### src/rtl/mfp_uart_transmitter.sv
// rtl/mfp_uart_transmitter.sv - 8N1 UART transmitter fed by a small byte FIFO
module mfp_uart_transmitter #(
  parameter int CLKS_PER_BIT    = 434,
  parameter int FIFO_DEPTH_LOG2 = 2
) (
  input  logic                     HCLK,
  input  logic                     HRESETn,
  input  logic [7:0]               tx_data,
  input  logic                     tx_valid,
  output logic                     tx_ready,
  output logic                     UART_TX,
  output logic                     busy,
  output logic [FIFO_DEPTH_LOG2:0] fifo_count
);
  localparam int BW    = $clog2(CLKS_PER_BIT);
  localparam int DEPTH = 1 << FIFO_DEPTH_LOG2;
  localparam logic [BW-1:0]              BAUD_LAST  = BW'(CLKS_PER_BIT - 1);
  localparam logic [FIFO_DEPTH_LOG2:0]   COUNT_FULL = (FIFO_DEPTH_LOG2 + 1)'(DEPTH);

  typedef enum logic [1:0] {S_IDLE, S_START, S_DATA, S_STOP} state_t;

  state_t                     r_state, w_state_next;
  logic [7:0]                 r_mem [DEPTH];
  logic [FIFO_DEPTH_LOG2-1:0] r_wptr, r_rptr;
  logic [FIFO_DEPTH_LOG2:0]   r_count;
  logic [7:0]                 r_shift, w_shift_next;
  logic [BW-1:0]              r_baud, w_baud_next;
  logic [2:0]                 r_idx, w_idx_next;
  logic                       r_tx, w_tx_next;
  logic                       w_push, w_pop, w_bit_end, w_fifo_empty;

  assign w_fifo_empty = (r_count == '0);
  assign w_bit_end    = (r_baud == BAUD_LAST);
  assign tx_ready     = (r_count != COUNT_FULL);
  assign w_push       = tx_valid && tx_ready;
  assign fifo_count   = r_count;
  assign UART_TX      = r_tx;
  assign busy         = (r_state != S_IDLE) || !w_fifo_empty;

  always_ff @(posedge HCLK or negedge HRESETn) begin
    if (!HRESETn) begin
      r_wptr  <= '0;
      r_rptr  <= '0;
      r_count <= '0;
    end else begin
      if (w_push) r_wptr <= r_wptr + 1'b1;
      if (w_pop)  r_rptr <= r_rptr + 1'b1;
      case ({w_push, w_pop})
        2'b10:   r_count <= r_count + 1'b1;
        2'b01:   r_count <= r_count - 1'b1;
        default: ;
      endcase
    end
  end

  always_ff @(posedge HCLK) begin
    if (w_push) r_mem[r_wptr] <= tx_data;
  end

  always_ff @(posedge HCLK or negedge HRESETn) begin
    if (!HRESETn) begin
      r_state <= S_IDLE;
      r_shift <= '0;
      r_baud  <= '0;
      r_idx   <= '0;
      r_tx    <= 1'b1;
    end else begin
      r_state <= w_state_next;
      r_shift <= w_shift_next;
      r_baud  <= w_baud_next;
      r_idx   <= w_idx_next;
      r_tx    <= w_tx_next;
    end
  end

  // The line is registered from the next state so the start bit appears on the popping edge.
  always_comb begin
    w_state_next = r_state;
    w_shift_next = r_shift;
    w_baud_next  = r_baud;
    w_idx_next   = r_idx;
    w_pop        = 1'b0;
    w_tx_next    = 1'b1;
    case (r_state)
      S_IDLE: begin
        if (!w_fifo_empty) begin
          w_pop        = 1'b1;
          w_shift_next = r_mem[r_rptr];
          w_baud_next  = '0;
          w_state_next = S_START;
        end
      end
      S_START: begin
        if (w_bit_end) begin
          w_baud_next  = '0;
          w_idx_next   = '0;
          w_state_next = S_DATA;
        end else begin
          w_baud_next = r_baud + 1'b1;
        end
      end
      S_DATA: begin
        if (w_bit_end) begin
          w_baud_next  = '0;
          w_shift_next = {1'b0, r_shift[7:1]};
          w_idx_next   = r_idx + 3'd1;
          if (r_idx == 3'd7) w_state_next = S_STOP;
        end else begin
          w_baud_next = r_baud + 1'b1;
        end
      end
      S_STOP: begin
        if (w_bit_end) begin
          w_baud_next = '0;
          if (!w_fifo_empty) begin
            w_pop        = 1'b1;
            w_shift_next = r_mem[r_rptr];
            w_state_next = S_START;
          end else begin
            w_state_next = S_IDLE;
          end
        end else begin
          w_baud_next = r_baud + 1'b1;
        end
      end
      default: w_state_next = S_IDLE;
    endcase
    case (w_state_next)
      S_START: w_tx_next = 1'b0;
      S_DATA:  w_tx_next = w_shift_next[0];
      default: w_tx_next = 1'b1;
    endcase
  end

endmodule

### config.mk
export PLATFORM = sky130hd
export DESIGN_NAME = mfp_uart_transmitter
export DESIGN_NICKNAME = d
export VERILOG_FILES = /design/src/rtl/mfp_uart_transmitter.sv
export SDC_FILE = /design/constraint.sdc
export NUM_CORES = 1
export LEC_CHECK = 0
export BUFFER_PORTS_ARGS = -buffer_cell sky130_fd_sc_hd__buf_4
export CORE_MARGIN = 1.5
export CORE_UTILIZATION = 40
export DETAILED_ROUTE_END_ITERATION = 16
export PLACE_DENSITY = 0.69
export SLEW_MARGIN = 20
export SYNTH_ARGS = -nofsm -noshare
export SYNTH_HDL_FRONTEND = slang
export SYNTH_SLANG_ARGS = --single-unit
### constraint.sdc
create_clock -name HCLK -period 2.6 [get_ports HCLK]
set_clock_uncertainty 0.15 [all_clocks]
set_input_delay 0.52 -clock HCLK [delete_from_list [all_inputs] [get_ports HCLK]]
set_output_delay 0.52 -clock HCLK [all_outputs]
set_load 0.005 [all_outputs]
==> impl_metrics.tcl <==
set metrics [dict create \
    drive_above_1_share 0.244 \
    worst-endpoint-required_ns 1.93 \
    ys_ff_latch 62 \
    dr_wl_met3_um 186 \
    cts_max_path_buffers 2 \
    worst_pin_slew_ns 0.613 \
    die_y_um 89.7 \
    layout_commonest_cell "edfxtp_1" \
    hold_viol 0 \
    clock_latency_ns 0.34 \
    p_int_mw 1.80 \
    synth_fp_nets 263 \
    synth_area_sq_mm 0.00301 \
    post-route-period-util 0.951 \
    grt_util_all_layers 0.161 \
    pre_cts_slack_ns 0.0771 \
    pwr-share-comb 0.168 \
    path_buf_inv 4 \
    io_buffer_count 16 \
    die_x_um 89.7 \
    slowest_stage "dfrtp_2" \
    layoutNonFillerInstCount 370 \
    synth-async-reset-ratio 0.484 \
    syn2layout_area_growth_pct 16.5 \
    nets 292 \
    drc 0 \
    top_layer_used "met4" \
    grt_pass1_wl_um 9460 \
    endpoint_kind "output pin" \
    power.density_mw_per_mm2 707 \
    wl_per_cell_um 15.2 \
    post-place-cells 353 \
    post-route-min-period_ns 2.47 \
    max_stage_delay_ns 0.46 \
    ios 17 \
    ys.warnings.count 0 \
    timing.final.max_slew_violations 0 \
    final_cell_mix "edfxtp_1 (32), dfrtp_1 (27), buf_4 (27)" \
    core_region_area_sq_mm 0.00725 \
    power_switching_mw 0.674 \
    sequentialPowerShare 0.507 \
    maxCapViolations 0 \
    leakage_nw 1.40 \
    ys.flop_type "edfxtp_1" \
    hold_ws_ns 0.229 \
    worst-path-max-fanout 8 \
    diodes 0 \
    finalWirelength_um 5630 \
    rows 31 \
    hold_class "in -> reg" \
    dp_hpwl_um 3820 \
    path_class "reg -> out" \
    wl_met2_um 2890 \
    yosysUniqueCellTypes 46 \
    irDropWorstVdd_uv 510 \
    fmax_ghz 0.404 \
    clock-sinks 62 \
    fin_total_pwr_mw 2.48 \
    root_buffer "clkbuf_8" \
    seq_area_frac_synth 0.570 \
    vias 1976 \
    max_slew_margin 0.591 \
    place.gp.congestion 0.812 \
    cts.clk_slew.worst_paths_ns 0.07 \
    dieArea_sq_mm 0.00804 \
    met1_length_um 2520 \
    critPathLaunchType "flip-flop" \
    ant_nets 0 \
    fin_tns_setup_ns 0 \
    avgSynthCellArea_sq_um 12.7 \
    numCtsBuffers 9 \
    grt_pass1_vias 1973 \
    fin_ws_ns 0.126 \
    final-setup-viol-count 0 \
    gr-total-overflow 0 \
    synth-edff-count 32 \
    post_cts_buffers 0 \
    grt_max_degree 31 \
    path_cells "inv_1, ha_1, buf_4, and2_1, inv_1, buf_4" \
    clkPwrFrac 0.325 \
    antenna_found_initial 0 \
    crit_family "buffers and inverters" \
    rsz0062_at_grt "false" \
    status "finished clean" \
    arrival_ns 1.80 \
    htree_num_levels 3 \
    r2r_setup_slack_ns 0.16 \
    drt_iter0_markers 76 \
    drt_first_pass_iters 4 \
    routed_via_density 5.34 \
    cts_tree "built" \
    start_util 0.414 \
    swShare 0.272 \
    synthCells 237 \
]
## worst paths after layout
check                                             from                        end  cells past startpoint
worst max-delay path              r_state[1]$_DFF_PN0_                       busy                      6
worst min-delay path                        tx_data[4]      r_mem[3][4]$_DFFE_PP_                      1
worst max register to register   r_baud[1]$_DFFE_PN0P_  fifo_count[2]$_DFFE_PN0P_                     11
worst min register to register  r_shift[1]$_DFFE_PN0P_     r_shift[1]$_DFFE_PN0P_                      1
max in group asynchronous                      HRESETn          UART_TX$_DFF_PN1_                      2
min in group asynchronous                      HRESETn      r_baud[7]$_DFFE_PN0P_                      2
## worst register-to-register path, stage by stage, from the launching register on
cell	delay (ns)
dfrtp_1	0.40
inv_1	0.09
ha_1	0.16
and4_2	0.27
a31oi_4	0.12
nor3_4	0.15
ha_2	0.21
inv_1	0.05
fa_1	0.37
xor2_1	0.15
nor2_1	0.11
xor2_1	0.14
## sequential cells by signal (all words and copies together) (netlist names)
name and count:
r_mem 32, r_baud 9, r_shift 8, fifo_count 3, r_idx 3, r_rptr 2
r_state 2, r_wptr 2, UART_TX 1
## synthesized netlist by cell type, types with 2 or more instances
| master | n | area share |
|---|---|---|
| inv_1 | 11 | 0.014 |
| edfxtp_1 | 32 | 0.32 |
| xnor2_1 | 3 | 0.0087 |
| nand2_1 | 26 | 0.032 |
| and2_1 | 2 | 0.0042 |
| nand3_1 | 5 | 0.0083 |
| o21ai_0 | 15 | 0.025 |
| and3_2 | 2 | 0.0050 |
| and3_1 | 8 | 0.017 |
| a21oi_1 | 15 | 0.025 |
| mux4_2 | 8 | 0.060 |
| ha_1 | 14 | 0.058 |
| nor3_1 | 3 | 0.0050 |
| clkbuf_1 | 5 | 0.0062 |
| o31ai_1 | 11 | 0.027 |
| a22o_1 | 5 | 0.015 |
| nor2_1 | 10 | 0.012 |
| xor2_1 | 3 | 0.0087 |
| dfrtp_1 | 29 | 0.24 |
| buf_2 | 4 | 0.0067 |
## power by group through the flow
| stage | clock [mW] | combinational, mW | sequential, mW |
|---|---|---|---|
| floorplan | 0 | 0.273 | 1.26 |
| global placement | 0 | 0.408 | 1.27 |
| detailed placement | 0 | 0.420 | 1.28 |
| CTS | 0.827 | 0.424 | 1.26 |
| global route | 0.868 | 0.474 | 1.27 |
| finish | 0.806 | 0.415 | 1.26 |
## what timing repair did
| item | in CTS | in global routing |
|---|---|---|
| hold buffers | 1 | 0 |
| gates resized for setup | 0 | 4 |
| setup endpoints to repair | 0 | 2 |
| hold endpoints to repair | 29 | 0 |
## cell type report
type                       count  area [sq um]
multi-input combinational    154          1230
fill                         655          3750
tap                           99           124
clock inverter                 4          47.5
sequential                    62          1720
inverter                      11          41.3
clock buffer                  12           135
timing repair buffer          28           213
## cell families after synthesis
logic type,Yosys count,share of synthesized area
multiplexers,11,0.0720
buffers and inverters,21,0.0312
flip-flops,62,0.570
AO/OA/AOI/OAI,59,0.135
adder cells (fa/ha/maj),15,0.0649
XOR/XNOR,6,0.0175
AND/OR/NAND/NOR,63,0.109
## per-layer routing
metal	up-vias	global-route usage
met5	-	0
met4	0	0.0531
met3	6	0.0558
met2	42	0.264
met1	992	0.200
li1	936	-
## metrics by stage
step                 util  area [sq um]
global placement    0.454          3300
CTS                 0.481          3490
detailed placement  0.454          3300
global route        0.483          3500
floorplan               -          3020
finish              0.483          3500
Power figures use the tool's default switching activity.
